[src/rtl/bus_arbiter32.sv]
// bus_arbiter32: round-robin bus arbiter with bounded hold, one-cycle turnaround and registered mux select
module bus_arbiter32 #(
    parameter int MAX_HOLD = 4
) (
    input  logic        clock,
    input  logic        clear,
    input  logic [31:0] req,
    input  logic        enable,
    output logic [31:0] grant,
    output logic [4:0]  code,
    output logic        bus_valid
);
    typedef enum logic [1:0] {IDLE, GRANT, TURN} state_t;
    localparam logic [3:0] HOLD_MAX = 4'(MAX_HOLD);
    state_t      fsm_q, fsm_d;
    logic [31:0] grant_q, grant_d;
    logic [4:0]  code_q, code_d, ptr_q, ptr_d, win, idx;
    logic [3:0]  hold_q, hold_d;
    logic        valid_q, valid_d, others;
    always_comb begin
        win = ptr_q;
        idx = ptr_q;
        for (int i = 31; i >= 0; i--) begin
            idx = ptr_q + 5'(i);
            win = req[idx] ? idx : win;
        end
    end
    // code_q doubles as the owner while in GRANT
    assign others = |(req & ~(32'd1 << code_q));
    always_comb begin
        fsm_d   = fsm_q;
        grant_d = grant_q;
        code_d  = code_q;
        ptr_d   = ptr_q;
        hold_d  = hold_q;
        valid_d = valid_q;
        case (fsm_q)
            GRANT: begin
                if (!req[code_q] || (hold_q == HOLD_MAX && others)) begin
                    fsm_d   = TURN;
                    grant_d = '0;
                    valid_d = 1'b0;
                    ptr_d   = code_q + 5'd1;
                end else begin
                    hold_d = (hold_q == HOLD_MAX) ? hold_q : hold_q + 4'd1;
                end
            end
            default: begin
                if (enable && |req) begin
                    fsm_d   = GRANT;
                    grant_d = 32'd1 << win;
                    code_d  = win;
                    valid_d = 1'b1;
                    hold_d  = 4'd1;
                end else begin
                    fsm_d   = IDLE;
                    grant_d = '0;
                    code_d  = '0;
                    valid_d = 1'b0;
                    hold_d  = '0;
                end
            end
        endcase
    end
    always_ff @(posedge clock or posedge clear) begin
        if (clear) begin
            fsm_q   <= IDLE;
            grant_q <= '0;
            code_q  <= '0;
            ptr_q   <= '0;
            hold_q  <= '0;
            valid_q <= 1'b0;
        end else begin
            fsm_q   <= fsm_d;
            grant_q <= grant_d;
            code_q  <= code_d;
            ptr_q   <= ptr_d;
            hold_q  <= hold_d;
            valid_q <= valid_d;
        end
    end
    assign grant     = grant_q;
    assign code      = code_q;
    assign bus_valid = valid_q;
endmodule

[config.mk]
export PLATFORM = sky130hd
export DESIGN_NAME = bus_arbiter32
export DESIGN_NICKNAME = d
export VERILOG_FILES = /design/src/rtl/bus_arbiter32.sv
export SDC_FILE = /design/constraint.sdc
export NUM_CORES = 1
export LEC_CHECK = 0
export CORE_MARGIN = 2
export CORE_UTILIZATION = 60
export DETAILED_ROUTE_END_ITERATION = 8
export DONT_BUFFER_PORTS = 1
export GPL_TIMING_DRIVEN = 0
export PLACE_DENSITY = 0.76
export SLEW_MARGIN = 40
export SYNTH_ARGS = -nofsm -noshare
export SYNTH_HDL_FRONTEND = slang
export SYNTH_SLANG_ARGS = --single-unit
[constraint.sdc]
create_clock -name clock -period 7 [get_ports clock]
set_clock_uncertainty 0.2 [all_clocks]
set_input_delay 1.75 -clock clock [delete_from_list [all_inputs] [get_ports clock]]
set_output_delay 1.75 -clock clock [all_outputs]
set_load 0.05 [all_outputs]
; ---- Word-level counts from Yosys, hierarchy flattened
; Cells that the tools add are included.
[totals]
latchBits = 0
word_cells = 201
ramBits = 0
ff_bits = 49
mem_bits_ro = 0
inputBits = 35
mem_count = 0
out_inout_bits = 38
[classes]
shifts = 2
mul = 0
n_bitwise = 2
reduce_logical = 8
n_addsub = 33
eq_ne = 5
magnitude_cmp = 33
div = 0
n_mux = 112
[ops]
columns = cell, n
row1 = 5-bit by 6-bit < comparator with 1-bit output (second input constant), 33
row2 = 1-bit binary-select mux with 5-bit select, 33
row3 = 5-bit two-way mux, 33
row4 = 32-bit two-way mux, 3
row5 = 5-bit adder (second input constant), 16
row6 = 32-bit OR reduction, 2
row7 = 1-bit by 5-bit << shifter with 32-bit output (first input constant), 2
row8 = 5-bit by 4-bit adder with 5-bit output (second input constant), 8
row9 = 1-bit two-way mux, 38
row10 = 32-bit bitwise AND, 1
row11 = 32-bit NOT, 1
row12 = 5-bit by 3-bit adder with 5-bit output (second input constant), 4
row13 = 4-bit two-way mux, 3
row14 = 5-bit by 1-bit adder with 5-bit output (second input constant), 2
row15 = 5-bit by 2-bit adder with 5-bit output (second input constant), 2
row16 = 2-bit != test (second input constant), 3
row17 = 4-bit by 1-bit adder with 4-bit output (second input constant), 1
row18 = 4-bit by 3-bit equality test with 1-bit output (second input constant), 1
row19 = 2-bit two-way mux, 2
row20 = 2-bit AND reduction, 2
row21 = 2-bit by 1-bit equality test with 1-bit output (second input constant), 1
row22 = 1-bit logical AND, 2
row23 = 1-bit zero test, 1
row24 = 1-bit logical OR, 1

; ---- Depth between registers and ports, before layout
[logic_depth]
word_depth = 38
ltp_mapped = 23
depth_no_buf = 12

; ---- Worst setup path after synthesis
; Ideal clock, no wire load.
[synth_timing]
path_kind = register to register
startpoint = register ptr_q[1]
endpoint = register grant_q[0] (netlist: grant[0])
setup_ns = 0.133
n_path_buf = 9
t_required_ns = 6.667
stages_incl_launch_ff = 22
path_slack_ns = 1.471
period_less_slack_ns = 5.529
arrival_ns = 5.196
path_cell_list = dfrtp_1 -> buf_2 -> buf_4 -> buf_2 -> inv_2 -> clkbuf_1 -> ha_1 -> buf_6 -> buf_6 -> buf_6 -> buf_6 -> mux2_1 -> mux2_2 -> mux4_2 -> mux2_2 -> a2111oi_2 -> nand2_1 -> a211oi_1 -> a211oi_1 -> o21ai_1 -> buf_2 -> o41ai_2
[synth_via]
elab_chain_cells = 38
word_cells_on_any_way = 130
classes_between = 31 x add/sub / 1 x shift / 98 x mux
[synth_rtl]
columns = element, line_no
row1 = "start, declared", 17  ; logic [4:0] code_q, code_d, ptr_q, ptr_d, win, idx;
row2 = "start signal, assigned", 77  ; ptr_q <= ptr_d;
row3 = 5-bit adder, 24  ; idx = ptr_q + 5'(i);
row4 = 1-bit binary-select mux with 5-bit select, 25  ; win = req[idx] ? idx : win;
row5 = 1-bit two-way mux (not written as such), 25
row6 = 5-bit two-way mux (31 in series), 25
row7 = 5-bit two-way mux (*), 25
row8 = 1-bit by 5-bit << shifter with 32-bit output (*), 51  ; grant_d = 32'd1 << win;
row9 = 32-bit two-way mux (*), 49  ; if (enable && |req) begin
row10 = 32-bit two-way mux (*), 37  ; case (fsm_q)
row11 = "end signal, assigned", 75  ; grant_q <= grant_d;
row12 = "end, declared", 16  ; logic [31:0] grant_q, grant_d;
; Every way passes the cells marked *; elsewhere a longest branch is shown, timed or not. The select of a mux whose other input is x is not followed.
; A chain may end at the register's enable or synchronous reset.

; ---- Worst setup path in the final report
[layout_timing]
startpoint = register ptr_q[1]
endpoint = register grant_q[20] (netlist: grant[20])
; The elaborated chain is that of the path after synthesis.

==> summary.txt <==
Max-Slew Margin vs Limit: 0.428
max_cap viols: 0
most frequent cells in the layout: 108 x mux4_2, 107 x nand2_1, 98 x mux2i_1
ys flop type: dfrtp_1
final-report max-slew violation count: 0
Wirelength per Cell: 34.1 um
RR Endpoint: grant[20]$_DFFE_PP0P_
CP Capture Point: grant[20]$_DFFE_PP0P_
DRC viols: 0
First-pass DRT Iterations: 6
wirelength, routed: 48400 um
ratio of cells with drive above 1 in the final layout: 0.271
Worst Tran Pin Value: 0.834 ns
Layout Nets: 1245
Worst Hold Slack: 0.393 ns
Tot GR Track Use: 0.493
placement row count: 49
family with the most delay on the worst path: compound AO/OA/AOI/OAI gates
EDFF count, synth: 0
R2R cell count: 20
Ports: 73
crit-path max cell delay: 0.53 ns
Synth cell types: 94
die height: 139 um
f_max: 0.145 GHz
Post-Synthesis Cells: 1181
Final GP Congestion: 1.09
cts hold-fix bufs: 0
Cell Count, Final, Fillers Out: 1419
multi-input logic area: 0.00926 mm^2
CP Capture Type: register
run status: complete, no violations
Die Span X: 139 um
crit path max-delay cell type: mux4_2
Critical Path Stages: 20
Sequential Area: 0.00120 mm^2
sequential area share after synthesis: 0.110
IO buf count: 0
Ant. Diodes: 0
CP Buf/Inv Count: 9
vias in the first global route: 11300
CP Data Arrival Time: 6.86 ns
Setup crit start: ptr_q[1]$_DFFE_PP0P_
worst hold path type: register to register
Ys Warns: 0
synthesized cell area: 0.0109 mm^2
Synth Register Bits: 48
final hold violations: 0
async set-reset flop share out of synthesis: 1.00
starting density of the core: 0.611
grt ovf: 0
period utilization: 0.985
CTS Buf Count: 5
worst-skew pair later-pin latency: 0.29 ns
fin util: 0.650
first-pass GRT wire length: 72600 um
Final min period: 6.89 ns
die area: 0.0193 mm^2
average cell area after synthesis: 9.27 um^2
CTS sink cnt: 48
CTS tree: built
core region area: 0.0179 mm^2
Required @ worst endpoint: 6.97 ns
clk buf depth: 2
most common cell after layout, fill and taps aside: mux4_2
worst-path cell chain: clkbuf_4 > buf_4 > buf_2 > inv_2 > clkbuf_4 > ha_1 > buf_6 > buf_6 > buf_6 > buf_6 > mux2_1 > mux4_2 > a211oi_1 > nor4_4 > a2111o_1 > a41o_1 > a311o_1 > a22oi_2 > nand4_2 > o41ai_1
largest net degree at the start of global routing: 31
most frequent CP cell: buf_6
# fillers: 1510
via count: 11900
crit start category: register
Final setup viols: 0
initial antenna violation count: 0
H-tree depth: 2
dpl cells: 1411
kind of critical path: register to register
flop2flop setup slack: 0.11 ns
initial drt markers: 1933
syn nets: 1237
DR vias/cell: 8.36
antenna viol nets, final: 0
Final HPWL DP: 36800 um
Area growth syn-to-layout: 6.33%
Root Driver: clkbuf_16
Max FO, Critical Path: 14
r2r startpoint: ptr_q[1]$_DFFE_PP0P_
Clk pin slew, worst setup/hold paths: 0.07 ns
==> layer usage <==
layer / global-route usage / vias up / part of all wire
met1: 0.633 / 5675 / 0.35
met2: 0.749 / 1130 / 0.43
met5: 0 / - / 0
li1: - / 4762 / -
met3: 0.138 / 300 / 0.14
met4: 0.285 / 0 / 0.080
==> cells by family (layout without fill, tap and decap cells) <==
| group | Yosys count | count (layout) | share of synthesized area |
|---|---|---|---|
| flops | 48 | 48 | 0.110 |
| fa+ha+maj | 21 | 21 | 0.0240 |
| simple gates | 315 | 315 | 0.141 |
| mux | 297 | 297 | 0.407 |
| xor+xnor | 42 | 42 | 0.0343 |
| compound gates | 309 | 309 | 0.225 |
| buf+inv | 149 | 158 | 0.0598 |
==> worst min-delay path by stage <==
stage          depth (start not counted)                    end  slack [ns]                   from
6_report                               2  hold_q[3]$_DFFE_PP0P_        0.39  hold_q[3]$_DFFE_PP0P_
3_5_place_dp                           2  hold_q[3]$_DFFE_PP0P_        0.35  hold_q[3]$_DFFE_PP0P_
2_1_floorplan                          3    code[4]$_DFFE_PP0N_        0.31   fsm_q[1]$_DFFE_PP0P_
3_3_place_gp                           2  hold_q[3]$_DFFE_PP0P_        0.34  hold_q[3]$_DFFE_PP0P_
5_1_grt                                2  hold_q[3]$_DFFE_PP0P_        0.42  hold_q[3]$_DFFE_PP0P_
4_1_cts                                2  hold_q[3]$_DFFE_PP0P_        0.38  hold_q[3]$_DFFE_PP0P_
==> stage by stage <==
stage | cell area, um^2 | setup WS (ns) | TNS (ns)
final | 11600 | 0.108 | 0
after global routing | 11600 | -0.00347 | -0.00347
after CTS | 11500 | 0.0902 | 0
after detailed placement | 11300 | -0.254 | -3.26
after global placement | 11200 | -0.664 | -18.22
after floorplan | 10900 | 1.47 | 0
==> cells in the mapped netlist (5+ instances only) <==
cell       count  area share
a2111oi_0      6      0.0048
a211oi_1      13      0.0089
a21boi_0       5      0.0034
a21o_1         6      0.0041
a21oi_1       45       0.021
a22oi_1        5      0.0034
a311oi_1       6      0.0048
a31oi_1       12      0.0069
buf_1          8      0.0027
buf_2         34       0.016
buf_6          5      0.0051
clkbuf_1      68       0.023
dfrtp_1       48        0.11
ha_1          21       0.024
inv_1         26      0.0089
mux2_1        10       0.010
mux2_2        77       0.079
mux2i_1      100       0.091
mux4_2       108        0.22
nand2_1      107       0.037
nand2b_1      11      0.0063
nand3_1       37       0.017
nand4_1       11      0.0063
nor2_1        59       0.020
nor2b_1        8      0.0046
nor3_1        26       0.012
nor4_1        15      0.0086
o2111ai_1     10      0.0080
o211a_1        5      0.0046
o211ai_1      10      0.0069
o21a_1         7      0.0048
o21ai_0       51       0.023
o22ai_1       17      0.0097
o31ai_1        6      0.0041
o41ai_1       13       0.010
o41ai_2       19       0.028
or3_1         11      0.0063
xnor2_1       34       0.027
xor2_1         7      0.0056
==> registers in the layout (all words and copies together), names as in the netlist <==
name and count:
grant 32, code 5, ptr_q 5, hold_q 4, fsm_q 2
==> what timing repair did <==
item                       CTS  global route
setup endpoints to repair   29            35
setup buffers                0             0
resized for setup            4            19
==> worst register-to-register path, cell delays in order, from the launching register on <==
cell and delay [ns]:
dfrtp_1 0.49, clkbuf_4 0.33, buf_4 0.25, buf_2 0.30, inv_2 0.21, clkbuf_4 0.32
ha_1 0.38, buf_6 0.13, buf_6 0.16, buf_6 0.18, buf_6 0.16, mux2_1 0.39
mux4_2 0.53, a211oi_1 0.48, nor4_4 0.17, a2111o_1 0.38, a41o_1 0.21, a311o_1 0.38
a22oi_2 0.38, nand4_2 0.35, o41ai_1 0.40
==> area by class of cell <==
| type | count | area share |
|---|---|---|
| clock buffer | 5 | 0.0108 |
| buffer | 118 | 0.0474 |
| tap | 229 | 0.0246 |
| clock inverter | 3 | 0.00591 |
| inverter | 30 | 0.00989 |
| timing repair buffer | 2 | 0.00237 |
| multi-input combinational | 984 | 0.796 |
| sequential | 48 | 0.103 |
Power is not shown: default switching activity piles up to over one toggle a cycle in this logic, so the estimate is an artifact.
